**config.mk**
```make
export PLATFORM = sky130hd
export DESIGN_NAME = ls_mem_sequencer
export DESIGN_NICKNAME = d
export VERILOG_FILES = /design/src/rtl/ls_mem_sequencer.sv
export SDC_FILE = /design/constraint.sdc
export NUM_CORES = 1
export LEC_CHECK = 0
export ABC_AREA = 1
export CAP_MARGIN = 40
export CORE_MARGIN = 2
export CORE_UTILIZATION = 48
export CTS_CLUSTER_SIZE = 10
export DETAILED_ROUTE_END_ITERATION = 7
export PLACE_DENSITY = 0.81
export SLEW_MARGIN = 5
export SYNTH_ARGS = -nofsm -noshare
export SYNTH_HDL_FRONTEND = slang
export SYNTH_SLANG_ARGS = --single-unit
```
**constraint.sdc**
```tcl
create_clock -name clk -period 1.9 [get_ports clk]
set_input_delay 0.19 -clock clk [delete_from_list [all_inputs] [get_ports clk]]
set_output_delay 0.19 -clock clk [all_outputs]
set_load 0.03 [all_outputs]
```
**src/rtl/ls_mem_sequencer.sv**
```systemverilog
// ls_mem_sequencer
// Load/store memory access sequencer. Takes a size code, an effective address
// and store data from the load/store size encoder. It runs one bus cycle, or two
// for a doubleword, on the data-memory port using the mem_moc handshake. It then
// returns lane-aligned, sign/zero-extended load data and a done/fault pulse.
//
// Optional build macro: ALIGN_CHECK_EN
//   defined   - a misaligned halfword/word/doubleword faults without a bus cycle
//   undefined - low address bits outside the lane rules are simply ignored
module ls_mem_sequencer #(
  parameter int unsigned TIMEOUT   = 16, // max wait cycles per bus cycle, 0 = never
  parameter int unsigned DW_STRIDE = 4   // address step to the second doubleword word
) (
  input  logic        clk,
  input  logic        rst_n,
  input  logic        start,
  input  logic [2:0]  size,
  input  logic        ld,
  input  logic [31:0] addr,
  input  logic [31:0] wdata,
  input  logic [31:0] wdata_hi,
  output logic        mem_req,
  output logic        mem_rw,
  output logic [31:0] mem_addr,
  output logic [3:0]  mem_be,
  output logic [31:0] mem_wdata,
  input  logic [31:0] mem_rdata,
  input  logic        mem_moc,
  output logic        busy,
  output logic        done,
  output logic [31:0] rdata,
  output logic [31:0] rdata_hi,
  output logic        fault
);

  localparam logic [1:0] S_IDLE = 2'd0;
  localparam logic [1:0] S_ACC1 = 2'd1;
  localparam logic [1:0] S_ACC2 = 2'd2;
  localparam logic [1:0] S_FIN  = 2'd3;

  // size[1:0] selects the width; size[2] selects sign extension.
  localparam logic [1:0] SZ_BYTE  = 2'd0;
  localparam logic [1:0] SZ_HALF  = 2'd1;
  localparam logic [1:0] SZ_WORD  = 2'd2;
  localparam logic [1:0] SZ_DWORD = 2'd3;

  localparam int CW = (TIMEOUT > 0) ? $clog2(TIMEOUT + 1) : 1;

  logic [1:0]    state_q, state_d;
  logic [2:0]    size_q, size_d;
  logic          ld_q, ld_d;
  logic [31:0]   addr_q, addr_d;
  logic [31:0]   wdata_q, wdata_d;
  logic [31:0]   wdata_hi_q, wdata_hi_d;
  logic [CW-1:0] cnt_q, cnt_d;
  logic          fault_q, fault_d;
  logic [31:0]   rdata_q, rdata_d;
  logic [31:0]   rdata_hi_q, rdata_hi_d;

  logic          illegal_start;
  logic          misaligned_start;
  logic          timeout_hit;
  logic [31:0]   word_addr;
  logic [7:0]    byte_lane;
  logic [15:0]   half_lane;
  logic [31:0]   load_ext;

  // Codes 110 and 111 are the only illegal sizes.
  assign illegal_start = size[2] & size[1];

`ifdef ALIGN_CHECK_EN
  // Flag accesses whose low address bits break the natural alignment of the size.
  always_comb begin
    misaligned_start = 1'b0;
    case (size[1:0])
      SZ_HALF:           misaligned_start = addr[0];
      SZ_WORD, SZ_DWORD: misaligned_start = |addr[1:0];
      default:           misaligned_start = 1'b0;
    endcase
  end
`else
  assign misaligned_start = 1'b0;
`endif

  assign timeout_hit = (TIMEOUT != 0) && (cnt_q == CW'(TIMEOUT - 1));
  assign word_addr   = {addr_q[31:2], 2'b00};

  // Select the addressed byte/halfword lane and extend it to 32 bits.
  always_comb begin
    case (addr_q[1:0])
      2'd0:    byte_lane = mem_rdata[7:0];
      2'd1:    byte_lane = mem_rdata[15:8];
      2'd2:    byte_lane = mem_rdata[23:16];
      default: byte_lane = mem_rdata[31:24];
    endcase
    half_lane = addr_q[1] ? mem_rdata[31:16] : mem_rdata[15:0];
    case (size_q[1:0])
      SZ_BYTE: load_ext = size_q[2] ? {{24{byte_lane[7]}}, byte_lane}
                                    : {24'h0, byte_lane};
      SZ_HALF: load_ext = size_q[2] ? {{16{half_lane[15]}}, half_lane}
                                    : {16'h0, half_lane};
      default: load_ext = mem_rdata;
    endcase
  end

  // Bus outputs: driven only during ACC1/ACC2, all-zero otherwise.
  always_comb begin
    // NOTE: every combinational output gets a default first so no path can infer a latch.
    mem_req   = 1'b0;
    mem_rw    = 1'b0;
    mem_addr  = 32'h0;
    mem_be    = 4'h0;
    mem_wdata = 32'h0;
    case (state_q)
      S_ACC1: begin
        mem_req  = 1'b1;
        mem_rw   = ld_q;
        mem_addr = word_addr;
        case (size_q[1:0])
          SZ_BYTE: begin
            mem_be    = 4'b0001 << addr_q[1:0];
            mem_wdata = {4{wdata_q[7:0]}};
          end
          SZ_HALF: begin
            mem_be    = addr_q[1] ? 4'b1100 : 4'b0011;
            mem_wdata = {2{wdata_q[15:0]}};
          end
          default: begin
            mem_be    = 4'b1111;
            mem_wdata = wdata_q;
          end
        endcase
      end
      S_ACC2: begin
        mem_req   = 1'b1;
        mem_rw    = ld_q;
        mem_addr  = word_addr + 32'(DW_STRIDE);
        mem_be    = 4'b1111;
        mem_wdata = wdata_hi_q;
      end
      default: ;
    endcase
  end

  // Next-state logic: request latching, handshake, timeout and load capture.
  always_comb begin
    state_d    = state_q;
    size_d     = size_q;
    ld_d       = ld_q;
    addr_d     = addr_q;
    wdata_d    = wdata_q;
    wdata_hi_d = wdata_hi_q;
    cnt_d      = cnt_q;
    fault_d    = 1'b0;
    rdata_d    = rdata_q;
    rdata_hi_d = rdata_hi_q;
    case (state_q)
      S_IDLE: begin
        if (start) begin
          size_d     = size;
          ld_d       = ld;
          addr_d     = addr;
          wdata_d    = wdata;
          wdata_hi_d = wdata_hi;
          cnt_d      = '0;
          if (illegal_start || misaligned_start) begin
            state_d = S_FIN;
            fault_d = 1'b1;
          end else begin
            state_d = S_ACC1;
          end
        end
      end
      S_ACC1: begin
        // A completion on the last allowed cycle still wins over the timeout.
        if (mem_moc) begin
          if (ld_q) rdata_d = load_ext;
          cnt_d   = '0;
          state_d = (size_q[1:0] == SZ_DWORD) ? S_ACC2 : S_FIN;
        end else if (timeout_hit) begin
          state_d = S_FIN;
          fault_d = 1'b1;
        end else begin
          cnt_d = cnt_q + CW'(1);
        end
      end
      S_ACC2: begin
        if (mem_moc) begin
          if (ld_q) rdata_hi_d = mem_rdata;
          state_d = S_FIN;
        end else if (timeout_hit) begin
          state_d = S_FIN;
          fault_d = 1'b1;
        end else begin
          cnt_d = cnt_q + CW'(1);
        end
      end
      default: state_d = S_IDLE;
    endcase
  end

  // State and datapath registers; reset abandons any bus cycle at once.
  always_ff @(posedge clk or negedge rst_n) begin
    if (!rst_n) begin
      state_q    <= S_IDLE;
      size_q     <= 3'h0;
      ld_q       <= 1'b0;
      addr_q     <= 32'h0;
      wdata_q    <= 32'h0;
      wdata_hi_q <= 32'h0;
      cnt_q      <= '0;
      fault_q    <= 1'b0;
      rdata_q    <= 32'h0;
      rdata_hi_q <= 32'h0;
    end else begin
      // NOTE: sequential state uses non-blocking assignments so all registers update together.
      state_q    <= state_d;
      size_q     <= size_d;
      ld_q       <= ld_d;
      addr_q     <= addr_d;
      wdata_q    <= wdata_d;
      wdata_hi_q <= wdata_hi_d;
      cnt_q      <= cnt_d;
      fault_q    <= fault_d;
      rdata_q    <= rdata_d;
      rdata_hi_q <= rdata_hi_d;
    end
  end

  assign busy     = (state_q != S_IDLE);
  assign done     = (state_q == S_FIN);
  assign fault    = fault_q;
  assign rdata    = rdata_q;
  assign rdata_hi = rdata_hi_q;

endmodule

```
==> results of run 1 <==
## registers in the layout, indices dropped and copies added (netlist names)
register	count
addr_q	32
rdata_hi	32
fault	1
state_q	2
rdata	32
wdata_hi_q	32
ld_q	1
cnt_q	5
wdata_q	32
size_q	3
## worst register-to-register path, delay by kind of cell (launching register included)
family / cells / cell delay (ns)
AOI/OAI and AO/OA: 2 / 0.24
DFF: 1 / 0.42
buffers and inverters: 6 / 0.76
adders and majority gates: 1 / 0.19
and+or+nand+nor: 2 / 0.32
## layout by cell type, fill, tap and decap left out, types with 29 or more instances in the layout
cell type / n
buf_12: 35
buf_4: 68
buf_6: 76
clkdlybuf4s50_1: 199
dfrtp_1: 162
inv_1: 77
nand2_1: 408
nand2_2: 38
nand2_4: 29
nand3_1: 36
nor2_1: 37
o21ai_0: 61
o21ai_1: 29
o21ai_2: 33
## cell type report
cell class | instances | area (um2)
Antenna cell | 3 | 7.507
Clock buffer | 19 | 442.9
Clock inverter | 13 | 181.4
Fill cell | 1017 | 2980
Inverter | 105 | 457.9
Multi-Input combinational cell | 890 | 5682
Sequential cell | 172 | 4317
Tap cell | 234 | 292.8
Timing Repair Buffer | 394 | 4333
Timing Repair inverter | 1 | 11.26
## per-layer routing
layer,share of wire [%],wire [um],track usage [%],vias to the layer above
met5,0,0,0,-
met4,6.7,2760,17.11,0
met3,9.7,3971,7.066,256
met2,48,19500,57.82,889
met1,36,14760,44.76,5241
li1,-,-,-,4664
## metrics by stage
step                      setup slack [ns]  instances  hold slack, ns  power, uW  utilization (%)
after global placement             0.06941       1732          0.2118      20570            67.59
after global routing               -0.6482       1831          0.2876      31310            84.07
after CTS                          -0.2999       1808          0.2738      27570            78.50
after detailed placement           0.02861       1732          0.2177      20840            67.59
after floorplan                   -0.08957       1224         -0.1056      14820                -
final                              -0.6200       1831          0.2664      30190            84.07
## cell families (layout without fill, tap and decap cells)
group / after synthesis / count (layout) / synth area share, %
and+or+nand+nor: 619 / 620 / 28.03
adders and majority gates: 7 / 7 / 0.9586
muxes: 9 / 9 / 1.109
xor gates and xnor gates: 1 / 1 / 0.09588
buffers and inverters: 163 / 532 / 7.436
other: 1 / 5 / 0.04105
DFF: 172 / 172 / 47.11
AOI/OAI and AO/OA: 251 / 251 / 15.21
## path summary, 6_finish.rpt
| path | start | end |
|---|---|---|
| max in group asynchronous | rst_n | addr_q[9] |
| max | addr_q[5] | mem_addr[28] |
| max reg2reg | state_q[1] | rdata[28] |
| min in group asynchronous | rst_n | wdata_q[10] |
| min reg2reg | rdata[23] | rdata[23] |
| min | wdata_hi[18] | wdata_hi_q[18] |
## power groups by stage
stage	combinational [uW]	sequential, uW	clock [uW]
4_1_cts	17000	6730	3790
5_1_grt	20200	7170	3960
3_3_place_gp	14000	6610	0
2_1_floorplan	7100	7720	0
6_report	19300	7040	3830
3_5_place_dp	14100	6700	0
## what timing repair did
| item | 4_1_cts | 5_1_grt |
|---|---|---|
| endpoints found under the hold margin | 172 | 0 |
| setup buffers | 35 | 22 |
| gates cloned | 9 | 4 |
| hold buffers | 1 | 0 |
| pin swaps | 46 | 78 |
| setup endpoints to repair | 69 | 103 |
| resized for setup | 272 | 219 |
==> metrics.txt, run 1 <==
# TYPE chip_impl_metric gauge
chip_impl_metric{name="p_per_area",unit="nW/um2"} 1920
chip_impl_info{name="clock_tree.root_cell",value="clkbuf_16"} 1
chip_impl_metric{name="max_clock_freq",unit="MHz"} 396.8
chip_impl_info{name="tritoncts",value="done"} 1
chip_impl_info{name="setup.worst_path.start_class",value="flip-flop"} 1
chip_impl_metric{name="totalWireLength",unit="mm"} 41.00
chip_impl_metric{name="fp.dieArea",unit="um2"} 20150
chip_impl_info{name="cpLargestDelayFamily",value="simple AND/OR/NAND/NOR gates"} 1
chip_impl_metric{name="p_sw",unit="uW"} 14800
chip_impl_metric{name="cellLeakagePower",unit="uW"} 0.007145
chip_impl_info{name="path_cells",value="inv_1 -> nor2_4 -> nand2_4 -> nor2_4 -> nand2_1 -> nand2_1 -> nand3_1 -> a21oi_2 -> buf_6"} 1
chip_impl_metric{name="timing.max_cap.violations",unit=""} 0
chip_impl_metric{name="finalSetupViolCount",unit=""} 96
chip_impl_metric{name="worst_skew_pair_latency",unit="ns"} 0.45
chip_impl_metric{name="syn-cell-area",unit="um2"} 9136
chip_impl_metric{name="timing.clock.skew",unit="ns"} 0.009413
chip_impl_metric{name="vdd_drop_max",unit="V"} 0.001049
chip_impl_metric{name="final_nets",unit=""} 1724
chip_impl_metric{name="drtIter0Drc",unit=""} 1345
chip_impl_metric{name="post_layout_instance_area",unit="um2"} 15730
chip_impl_metric{name="slew_viol_final",unit=""} 0
chip_impl_info{name="ys.flop_type",value="dfrtp_1"} 1
chip_impl_metric{name="final-hold-violation-count",unit=""} 0
chip_impl_metric{name="cts_inserted_buffers",unit=""} 17
chip_impl_info{name="critical-path-slowest-cell",value="dfrtp_1"} 1
chip_impl_metric{name="post-route-worst-setup-slack",unit="ns"} -0.6200
chip_impl_metric{name="placement.cell_area",unit="um2"} 12640
chip_impl_metric{name="number_of_levels_in_the_clock_h_tree",unit=""} 4
chip_impl_metric{name="yosys.area.top_type_share",unit="%"} 47.11
chip_impl_metric{name="p_sw_share",unit="%"} 49.01
chip_impl_metric{name="num_vias",unit=""} 11050
chip_impl_metric{name="grt_pass1_wl",unit="mm"} 54.90
chip_impl_metric{name="share_seq_of_total_power",unit="%"} 23.3
chip_impl_metric{name="die_w",unit="um"} 142.0
chip_impl_metric{name="antenna_found_initial",unit=""} 3
chip_impl_metric{name="placementRows",unit=""} 50
chip_impl_metric{name="first_pass_iters",unit=""} 8
chip_impl_metric{name="period_share",unit="%"} 132.6
chip_impl_info{name="largest_area_contributor_in_the_netlist",value="dfrtp_1"} 1
chip_impl_metric{name="reg2regPathDepth",unit=""} 11
chip_impl_metric{name="critical_path.max_fanout",unit=""} 5
chip_impl_info{name="synth.most_common_cell",value="nand2_1"} 1
chip_impl_metric{name="synthArstFlopShare",unit="%"} 100.0
chip_impl_info{name="outcome",value="finished with violations"} 1
chip_impl_metric{name="synthDistinctLibCells",unit=""} 46
chip_impl_metric{name="timing.critical_path.required",unit="ns"} 1.71
chip_impl_metric{name="reg2reg_slack",unit="ns"} -0.14
chip_impl_metric{name="ys_seq_area_share",unit="%"} 47.11
chip_impl_metric{name="synth-warning-count",unit=""} 0
chip_impl_metric{name="detailed_place_hpwl",unit="mm"} 23.55
chip_impl_metric{name="vias_in_the_first_global_route",unit=""} 10195
chip_impl_metric{name="portBuffers",unit=""} 270
chip_impl_metric{name="clock_path_buffers",unit=""} 2
chip_impl_metric{name="detail-route-antenna-nets",unit=""} 0
chip_impl_metric{name="place_congestion",unit=""} 0.9769
chip_impl_metric{name="finalCriticalPeriod",unit="ns"} 2.520
chip_impl_metric{name="via_to_cell_ratio",unit=""} 6.035
chip_impl_metric{name="synth.avg_cell_area",unit="um2"} 7.470
chip_impl_metric{name="drt_drc_violations_left",unit=""} 4
chip_impl_info{name="violations",value="design-rule violations, negative setup slack"} 1
chip_impl_info{name="rsz0062_at_grt",value="yes"} 1
chip_impl_metric{name="grt_overflow_total",unit=""} 0
chip_impl_metric{name="power.clock.fraction",unit="%"} 12.7
chip_impl_info{name="critPathCaptureType",value="output pin"} 1
chip_impl_metric{name="floorplan.io_pins",unit=""} 273
chip_impl_metric{name="synthCells",unit=""} 1223
chip_impl_metric{name="path_buf_inv",unit=""} 2
chip_impl_info{name="post_synth_main_area_contributors",value="dfrtp_1 (47%), nand2_1 (19%), o21ai_0 (6.0%)"} 1
chip_impl_metric{name="global_route.usage.total",unit="%"} 35.21
chip_impl_metric{name="hold_path_depth",unit=""} 3
chip_impl_metric{name="tns",unit="ns"} -27.42
chip_impl_metric{name="timing.critical_path.depth",unit=""} 9
chip_impl_metric{name="wire_per_inst",unit="um"} 22.39
chip_impl_metric{name="layout-drive-gt1-share",unit="%"} 33.44
chip_impl_metric{name="clkSlewWorstSetupHoldPaths",unit="ns"} 0.07
chip_impl_metric{name="intPower",unit="uW"} 15390
chip_impl_metric{name="fp.coreArea",unit="um2"} 18710
chip_impl_metric{name="yosys_register_bits",unit=""} 172
chip_impl_metric{name="slew_headroom",unit="%"} 60.45
chip_impl_metric{name="initial_utilization",unit="%"} 48.84
chip_impl_metric{name="cts.sink_count",unit=""} 172
chip_impl_metric{name="post_synth_edffs",unit=""} 0
chip_impl_metric{name="arrival",unit="ns"} 2.33
chip_impl_info{name="setup.worst_path.class",value="flip-flop to output pin"} 1
chip_impl_metric{name="share_comb_of_total_power",unit="%"} 64.0
chip_impl_metric{name="dieHeight",unit="um"} 142.0
chip_impl_metric{name="areaGrowthSynthToFinish",unit="%"} 72.12
chip_impl_metric{name="worst_pin_slew",unit="ns"} 0.5932
chip_impl_metric{name="critical-path-max-stage-delay",unit="ns"} 0.64
chip_impl_info{name="holdCritPathClass",value="input port to flip-flop"} 1
chip_impl_metric{name="maximum_number_of_pins_on_one_net_before_global_route_repair",unit=""} 81
chip_impl_info{name="synth_common_cells",value="nand2_1 (468), dfrtp_1 (172), o21ai_0 (109)"} 1
No activity file was read; power rests on OpenSTA's default activity.
==> run 2: changes to the inputs <==
CORE_UTILIZATION = 64   (was 48)
CTS_CLUSTER_DIAMETER = 80   (was default)
DONT_BUFFER_PORTS = 1   (was default)
PLACE_DENSITY = 0.87   (was 0.81)
==> metrics.txt, run 2 <==
# TYPE chip_impl_metric gauge
chip_impl_info{name="outcome",value="aborted with a tool error"} 1
chip_impl_info{name="last-stage-reached",value="5_1_grt"} 1
chip_impl_info{name="first-error",value="[ERROR DPL-0038] Utilization greater than 100%, impossible to legalize"} 1
chip_impl_metric{name="complex_gate_fraction_of_the_synthesized_area",unit="%"} 15.22
chip_impl_metric{name="synthCells",unit=""} 1223
chip_impl_info{name="timing.repair.worst_endpoint_type",value="top-level output"} 1
chip_impl_info{name="worst_setup_endpoint_after_the_global_route_repair_timing",value="mem_addr[9]"} 1
chip_impl_metric{name="cts.sink_count",unit=""} 172
chip_impl_metric{name="synth.mux.area_fraction",unit="%"} 1.109
chip_impl_metric{name="synth-warning-count",unit=""} 0
chip_impl_metric{name="synth-simple-area-share",unit="%"} 28.03
chip_impl_info{name="post_synth_main_area_contributors",value="dfrtp_1 (47%), nand2_1 (19%), o21ai_0 (6.0%)"} 1
chip_impl_metric{name="place_congestion",unit=""} 0.9559
chip_impl_metric{name="yosys.area.top_type_share",unit="%"} 47.11
chip_impl_metric{name="placement.cell_area",unit="um2"} 10230
chip_impl_info{name="synth_top_family_by_area",value="simple AND/OR/NAND/NOR gates"} 1
chip_impl_info{name="synth_common_cells",value="nand2_1 (468), dfrtp_1 (172), o21ai_0 (109)"} 1
chip_impl_metric{name="maximum_number_of_pins_on_one_net_before_global_route_repair",unit=""} 173
chip_impl_metric{name="die_w",unit="um"} 123.5
chip_impl_info{name="ys.flop_type",value="dfrtp_1"} 1
chip_impl_metric{name="dieHeight",unit="um"} 123.5
chip_impl_metric{name="syn-cell-area",unit="um2"} 9136
chip_impl_metric{name="synthAdderAreaFrac",unit="%"} 0.9586
chip_impl_info{name="largest_area_contributor_in_the_netlist",value="dfrtp_1"} 1
chip_impl_metric{name="synthArstFlopShare",unit="%"} 100.0
chip_impl_metric{name="synth.avg_cell_area",unit="um2"} 7.470
chip_impl_info{name="synth.most_common_cell",value="nand2_1"} 1
chip_impl_metric{name="placementRows",unit=""} 43
chip_impl_metric{name="synthDistinctLibCells",unit=""} 46
chip_impl_metric{name="number_of_levels_in_the_clock_h_tree",unit=""} 4
chip_impl_metric{name="yosys_register_bits",unit=""} 172
chip_impl_metric{name="ys_seq_area_share",unit="%"} 47.11
chip_impl_metric{name="floorplan.io_pins",unit=""} 273
chip_impl_metric{name="cts_inserted_buffers",unit=""} 17
chip_impl_metric{name="portBuffers",unit=""} 0
chip_impl_metric{name="detailed_place_hpwl",unit="mm"} 19.95
chip_impl_metric{name="clock_path_buffers",unit=""} 2
chip_impl_metric{name="xor_xnor_cell_area_share_of_the_yosys_netlist",unit="%"} 0.09586
chip_impl_info{name="clock_tree.root_cell",value="clkbuf_16"} 1
chip_impl_metric{name="initial_utilization",unit="%"} 65.57
chip_impl_metric{name="post_synth_edffs",unit=""} 0
==> run 2: stage by stage <==
| step | util [%] | hold slack [ns] | setup slack (ns) | cells |
|---|---|---|---|---|
| after floorplan | - | -0.1056 | -0.08957 | 1224 |
| after CTS | 91.84 | -0.5611 | -0.2907 | 1627 |
| after global placement | 73.45 | -0.1007 | 0.05888 | 1447 |
| after detailed placement | 73.45 | -0.1033 | 0.02228 | 1447 |
==> run 2: what timing repair did <==
| action | 4_1_cts |
|---|---|
| pin swaps | 36 |
| setup endpoints to repair | 66 |
| hold buffers | 129 |
| gates resized for setup | 148 |
| endpoints found under the hold margin | 306 |
| gates cloned | 3 |
| setup buffers | 16 |
==> run 2: kinds of logic after synthesis <==
| logic type | Yosys count |
|---|---|
| multiplexers | 9 |
| buffers and inverters | 163 |
| other | 1 |
| adder cells (fa/ha/maj) | 7 |
| flip-flops | 172 |
| AO/OA/AOI/OAI | 251 |
| XOR/XNOR | 1 |
| AND/OR/NAND/NOR | 619 |
==> run 3: changes to the inputs <==
CORE_UTILIZATION = 40   (was 64)
CTS_CLUSTER_DIAMETER = default   (was 80)
CTS_CLUSTER_SIZE = default   (was 10)
PLACE_DENSITY = default   (was 0.87)
PLACE_DENSITY_LB_ADDON = 0.15   (was default)
==> metrics.txt, run 3 (synthesis gave the netlist of run 1 again) <==
# TYPE chip_impl_metric gauge
chip_impl_metric{name="drtIter0Drc",unit=""} 829
chip_impl_info{name="outcome",value="finished with violations"} 1
chip_impl_metric{name="cts_inserted_buffers",unit=""} 17
chip_impl_metric{name="slew_viol_final",unit=""} 0
chip_impl_metric{name="max_clock_freq",unit="MHz"} 452.8
chip_impl_metric{name="multiInputGateArea",unit="um2"} 5565
chip_impl_metric{name="placement.cell_area",unit="um2"} 10590
chip_impl_metric{name="num_vias",unit=""} 9528
chip_impl_info{name="setup.worst_path.class",value="flip-flop to output pin"} 1
chip_impl_metric{name="place_congestion",unit=""} 0.8568
chip_impl_metric{name="cellLeakagePower",unit="uW"} 0.006929
chip_impl_info{name="critPathCaptureType",value="output pin"} 1
chip_impl_info{name="violations",value="negative hold slack, negative setup slack"} 1
chip_impl_info{name="tritoncts",value="done"} 1
chip_impl_info{name="r2r_endpoint",value="rdata[30]"} 1
chip_impl_info{name="clock_tree.root_cell",value="clkbuf_16"} 1
chip_impl_metric{name="p_per_area",unit="nW/um2"} 1857
chip_impl_metric{name="final_nets",unit=""} 1648
chip_impl_info{name="holdCritPathClass",value="input port to asynchronous set/reset pin"} 1
chip_impl_metric{name="initial_utilization",unit="%"} 40.60
chip_impl_metric{name="vdd_drop_max",unit="V"} 0.001043
chip_impl_metric{name="detail-route-antenna-nets",unit=""} 0
chip_impl_metric{name="layout-drive-gt1-share",unit="%"} 34.15
chip_impl_metric{name="timing.max_cap.violations",unit=""} 0
chip_impl_metric{name="timing.clock.skew",unit="ns"} 0.01692
chip_impl_metric{name="fp.dieArea",unit="um2"} 24070
chip_impl_metric{name="fp.coreArea",unit="um2"} 22500
chip_impl_metric{name="global_route.usage.total",unit="%"} 27.46
chip_impl_metric{name="post-route-worst-setup-slack",unit="ns"} -0.3085
chip_impl_metric{name="antenna_found_initial",unit=""} 0
chip_impl_metric{name="final-hold-violation-count",unit=""} 173
chip_impl_metric{name="die_w",unit="um"} 155.1
chip_impl_metric{name="areaGrowthSynthToFinish",unit="%"} 62.12
chip_impl_metric{name="grt_pass1_wl",unit="mm"} 51.85
chip_impl_metric{name="totalWireLength",unit="mm"} 34.20
chip_impl_info{name="layout_common_cells",value="nand2_1 (407), dfrtp_1 (164), dlygate4sd3_1 (133), buf_6 (79), inv_1 (75)"} 1
chip_impl_metric{name="via_to_cell_ratio",unit=""} 5.287
chip_impl_metric{name="finalCriticalPeriod",unit="ns"} 2.209
chip_impl_metric{name="timing.critical_path.required",unit="ns"} 1.71
chip_impl_metric{name="worst_skew_pair_latency",unit="ns"} 0.43
chip_impl_metric{name="finalSetupViolCount",unit=""} 99
chip_impl_metric{name="floorplan.io_pins",unit=""} 273
chip_impl_metric{name="cts.sink_count",unit=""} 172
chip_impl_metric{name="final-seq-area",unit="um2"} 4314
chip_impl_metric{name="wire_per_inst",unit="um"} 18.98
chip_impl_metric{name="first_pass_iters",unit=""} 7
chip_impl_metric{name="clock_path_buffers",unit=""} 2
chip_impl_metric{name="maximum_number_of_pins_on_one_net_before_global_route_repair",unit=""} 173
chip_impl_info{name="r2r_start",value="state_q[1]"} 1
chip_impl_metric{name="drt_drc_violations_left",unit=""} 0
chip_impl_metric{name="post_layout_instance_area",unit="um2"} 14810
chip_impl_info{name="cp-startpoint",value="addr_q[2]"} 1
chip_impl_metric{name="period_share",unit="%"} 116.2
chip_impl_metric{name="dieHeight",unit="um"} 155.1
chip_impl_metric{name="arrival",unit="ns"} 2.02
chip_impl_metric{name="critical_path.max_fanout",unit=""} 7
chip_impl_metric{name="clkSlewWorstSetupHoldPaths",unit="ns"} 0.07
chip_impl_metric{name="grt_overflow_total",unit=""} 0
chip_impl_metric{name="detailed_place_hpwl",unit="mm"} 22.22
chip_impl_metric{name="fillerInstances",unit=""} 1823
chip_impl_metric{name="portBuffers",unit=""} 0
chip_impl_metric{name="reg2regPathDepth",unit=""} 12
chip_impl_metric{name="fin_worst_hold_slack",unit="ns"} -0.5468
chip_impl_info{name="endpoint",value="mem_addr[20]"} 1
chip_impl_metric{name="number_of_levels_in_the_clock_h_tree",unit=""} 4
chip_impl_metric{name="n_antenna_cell",unit=""} 0
chip_impl_metric{name="reg2reg_slack",unit="ns"} -0.15
chip_impl_metric{name="placementRows",unit=""} 55
chip_impl_metric{name="vias_in_the_first_global_route",unit=""} 9407
chip_impl_info{name="layout.cells.most_common",value="nand2_1"} 1
chip_impl_info{name="rsz0062_at_grt",value="yes"} 1
chip_impl_info{name="setup.worst_path.start_class",value="flip-flop"} 1
run 3: report_power, final:
part / switching (uW) / internal (uW) / total (uW) / leakage, uW
registers: 3120 / 5370 / 8500 / 0.00211
clock network: 1600 / 2010 / 3610 / 0.000282
logic: 8750 / 6650 / 15400 / 0.00454
run 3: routing by layer:
| metal | routed length [um] | global-route usage, % |
|---|---|---|
| met5 | 0 | 0 |
| met4 | 869 | 8.466 |
| met3 | 2523 | 6.992 |
| met2 | 16170 | 43.62 |
| met1 | 14630 | 37.04 |
run 3: cell type report:
class / instances / share of cell area (%)
repair buffers: 320 / 23.85
multi-input cells: 889 / 37.57
inverters: 105 / 3.033
clock buffers: 19 / 2.990
clock inverters: 12 / 1.022
well taps: 285 / 2.408
flip-flops and latches: 172 / 29.13
run 3: how the worst min path moves through the flow:
stage           from          to  slack (ns)  cells past startpoint
6_report       rst_n  addr_q[26]       -0.55                      0
5_1_grt        rst_n  addr_q[26]       -0.58                      0
4_1_cts        rst_n  addr_q[26]       -0.56                      0
3_5_place_dp   rst_n  addr_q[26]        -0.1                      0
3_3_place_gp   rst_n  addr_q[26]        -0.1                      0
2_1_floorplan  rst_n   addr_q[0]       -0.11                      0
run 3: metrics by stage:
stage                     setup WS [ns]  std cells  utilization, %  setup TNS, ns  power (uW)
final                           -0.3085       1802           65.82         -18.38       27510
after global routing            -0.4045       1802           65.82         -26.55       28990
after CTS                       -0.3177       1781           62.44         -15.66       26170
after detailed placement        0.01863       1579           47.08              0       19020
after global placement          0.07547       1579           47.08              0       18900
after floorplan                -0.08957       1224               -        -0.2582       14820
run 3: repair_timing:
action,4_1_cts,5_1_grt
hold buffers,129,4
gates cloned,5,4
buffers inserted,38,19
pin swaps,55,56
gates resized for setup,309,146
setup endpoints to repair,67,79
endpoints found under the hold margin,309,176
run 3: worst max-delay path, stage by stage, from the launching register on:
cell and delay, ns:
dfrtp_1 0.41, ha_4 0.17, nand2_4 0.05, nor2_4 0.14
nand3_2 0.10, nor2_4 0.25, nand2_1 0.08, nand2_1 0.06
nand4_1 0.10, nand2_2 0.11, buf_12 0.12
==> run 4: changes to the inputs <==
PLACE_DENSITY_LB_ADDON = default   (was 0.15)
==> metrics.txt, run 4 (synthesis gave the netlist of run 1 again) <==
# TYPE chip_impl_metric gauge
chip_impl_info{name="outcome",value="finished with violations"} 1
chip_impl_info{name="violations",value="negative hold slack, negative setup slack"} 1
chip_impl_metric{name="fin_worst_hold_slack",unit="ns"} -0.5601
chip_impl_metric{name="worst_skew_pair_latency",unit="ns"} 0.44
chip_impl_metric{name="layout.core_utilization",unit="%"} 65.63
chip_impl_metric{name="totalWireLength",unit="mm"} 37.03
chip_impl_metric{name="dieHeight",unit="um"} 155.1
chip_impl_info{name="critPathCaptureType",value="output pin"} 1
chip_impl_metric{name="drt_drc_violations_left",unit=""} 0
chip_impl_metric{name="period_share",unit="%"} 117.0
chip_impl_metric{name="vdd_drop_max",unit="V"} 0.0008826
chip_impl_metric{name="grt_overflow_total",unit=""} 0
chip_impl_info{name="cp-startpoint",value="state_q[0]"} 1
chip_impl_metric{name="antenna_found_initial",unit=""} 0
chip_impl_metric{name="first_pass_iters",unit=""} 5
chip_impl_metric{name="detailroute.wirelength.met2",unit="mm"} 18.00
chip_impl_metric{name="met3_wirelength",unit="mm"} 2.542
chip_impl_metric{name="place_congestion",unit=""} 0.9145
chip_impl_info{name="tritoncts",value="done"} 1
chip_impl_metric{name="clock_path_buffers",unit=""} 2
chip_impl_info{name="layout.cells.most_common",value="nand2_1"} 1
chip_impl_metric{name="timing.clock.skew",unit="ns"} 0.01723
chip_impl_metric{name="timing.critical_path.required",unit="ns"} 1.71
chip_impl_metric{name="p_per_area",unit="nW/um2"} 1878
chip_impl_metric{name="cellLeakagePower",unit="uW"} 0.007012
chip_impl_metric{name="max_clock_freq",unit="MHz"} 449.9
chip_impl_metric{name="initial_utilization",unit="%"} 40.60
chip_impl_metric{name="portBuffers",unit=""} 0
chip_impl_metric{name="cts.sink_count",unit=""} 172
chip_impl_metric{name="cts_inserted_buffers",unit=""} 17
chip_impl_metric{name="die_w",unit="um"} 155.1
chip_impl_metric{name="via_to_cell_ratio",unit=""} 5.492
chip_impl_metric{name="areaGrowthSynthToFinish",unit="%"} 61.64
chip_impl_metric{name="detailed_place_hpwl",unit="mm"} 22.69
chip_impl_metric{name="final_nets",unit=""} 1648
chip_impl_metric{name="holdBufCountCts",unit=""} 129
chip_impl_info{name="holdCritPathClass",value="input port to asynchronous set/reset pin"} 1
chip_impl_metric{name="fp.dieArea",unit="um2"} 24070
chip_impl_info{name="rsz0062_at_grt",value="yes"} 1
chip_impl_metric{name="arrival",unit="ns"} 2.03
chip_impl_metric{name="final-hold-violation-count",unit=""} 174
chip_impl_metric{name="wire_per_inst",unit="um"} 20.56
chip_impl_info{name="layout_common_cells",value="nand2_1 (399), dfrtp_1 (155), dlygate4sd3_1 (129), buf_4 (77), inv_1 (76)"} 1
chip_impl_metric{name="timing.max_cap.violations",unit=""} 0
chip_impl_metric{name="floorplan.io_pins",unit=""} 273
chip_impl_metric{name="grt_pass1_wl",unit="mm"} 54.25
chip_impl_info{name="clock_tree.root_cell",value="clkbuf_16"} 1
chip_impl_info{name="setup.worst_path.start_class",value="flip-flop"} 1
chip_impl_info{name="routed.top_layer",value="met4"} 1
chip_impl_metric{name="critical_path.max_fanout",unit=""} 6
chip_impl_metric{name="detail_route.wirelength.met1",unit="mm"} 14.85
chip_impl_info{name="r2r_start",value="state_q[1]"} 1
chip_impl_metric{name="n_antenna_cell",unit=""} 0
chip_impl_metric{name="fin_cells",unit=""} 1801
chip_impl_metric{name="post-route-worst-setup-slack",unit="ns"} -0.3227
chip_impl_metric{name="clkSlewWorstSetupHoldPaths",unit="ns"} 0.08
chip_impl_metric{name="number_of_levels_in_the_clock_h_tree",unit=""} 4
chip_impl_metric{name="layout-drive-gt1-share",unit="%"} 35.09
chip_impl_metric{name="finalSetupViolCount",unit=""} 71
chip_impl_metric{name="detail-route-antenna-nets",unit=""} 0
chip_impl_metric{name="vias_in_the_first_global_route",unit=""} 9761
chip_impl_metric{name="drtIter0Drc",unit=""} 735
chip_impl_metric{name="global_route.usage.total",unit="%"} 29.01
chip_impl_metric{name="slew_viol_final",unit=""} 0
chip_impl_metric{name="post-place-cells",unit=""} 1598
chip_impl_metric{name="num_vias",unit=""} 9891
chip_impl_metric{name="maximum_number_of_pins_on_one_net_before_global_route_repair",unit=""} 173
chip_impl_metric{name="placementRows",unit=""} 55
chip_impl_info{name="setup.worst_path.class",value="flip-flop to output pin"} 1
chip_impl_metric{name="finalCriticalPeriod",unit="ns"} 2.223
chip_impl_metric{name="fillerInstances",unit=""} 1732
chip_impl_metric{name="fp.coreArea",unit="um2"} 22500
run 4: changes by cell type in the layout (fill, tap and decap cells not counted), sizes merged:
| cell | previous run | this run |
|---|---|---|
| buf | 184 | 188 |
| dlygate4sd3 | 133 | 129 |
| clkbuf | 22 | 20 |
| clkinv | 3 | 1 |
| inv | 108 | 110 |
| bufinv | 2 | 3 |
run 4: final cells by class:
| class | count | area, um2 | area share, % |
|---|---|---|---|
| well taps | 285 | 356.6 | 2.415 |
| inverters | 105 | 449.2 | 3.042 |
| flip-flops and latches | 172 | 4325 | 29.29 |
| repair buffers | 320 | 3491 | 23.64 |
| multi-input cells | 889 | 5540 | 37.52 |
| clock inverters | 13 | 180.2 | 1.220 |
| clock buffers | 17 | 425.4 | 2.881 |
run 4: power breakdown:
part | internal (uW) | leakage, uW | switching (uW)
sequential | 5390 | 0.00210 | 3230
combinational | 6460 | 0.00463 | 8900
clock | 2100 | 0.000284 | 1650
total | 13900 | 0.00701 | 13800
run 4: layer usage:
layer	GRT usage, %	up-vias
met2	47.51	520
met3	5.320	121
met1	37.84	4759
met5	0	-
li1	-	4491
met4	12.43	0
run 4: worst paths after layout:
kind,slack (ns),end,cells after the start
max in group asynchronous,2.14,size_q[1],0
worst min register to register,0.49,wdata_q[18],2
worst max register to register,-0.04,rdata[7],11
min in group clk,0,rdata[26],4
worst max-delay path,-0.32,mem_wdata[0],11
worst min-delay path,-0.56,wdata_hi_q[24],0
run 4: what timing repair did:
action	CTS	global route
gates cloned	5	3
pin swaps	45	48
setup buffers	14	27
hold endpoints to repair	310	172
resized for setup	252	213
endpoints found under the setup margin	66	92
run 4: through the flow:
stage | setup slack [ns] | setup TNS (ns) | power, uW | area [um2]
after floorplan | -0.08957 | -0.2582 | 14820 | 9348
after global placement | -0.02148 | -0.02148 | 19190 | 10700
after detailed placement | -0.01883 | -0.01883 | 19300 | 10700
after CTS | -0.3348 | -13.99 | 25680 | 13730
after global routing | -0.3814 | -21.14 | 29080 | 14770
final | -0.3227 | -15.44 | 27740 | 14770
run 4: critical path, stage by stage, from the launching register on:
cell,delay [ns]
dfrtp_1,0.39
inv_2,0.10
buf_6,0.11
ha_4,0.21
nand2_4,0.10
inv_8,0.09
buf_12,0.11
buf_8,0.12
buf_4,0.12
nand2_4,0.04
o21ai_2,0.06
buf_6,0.15
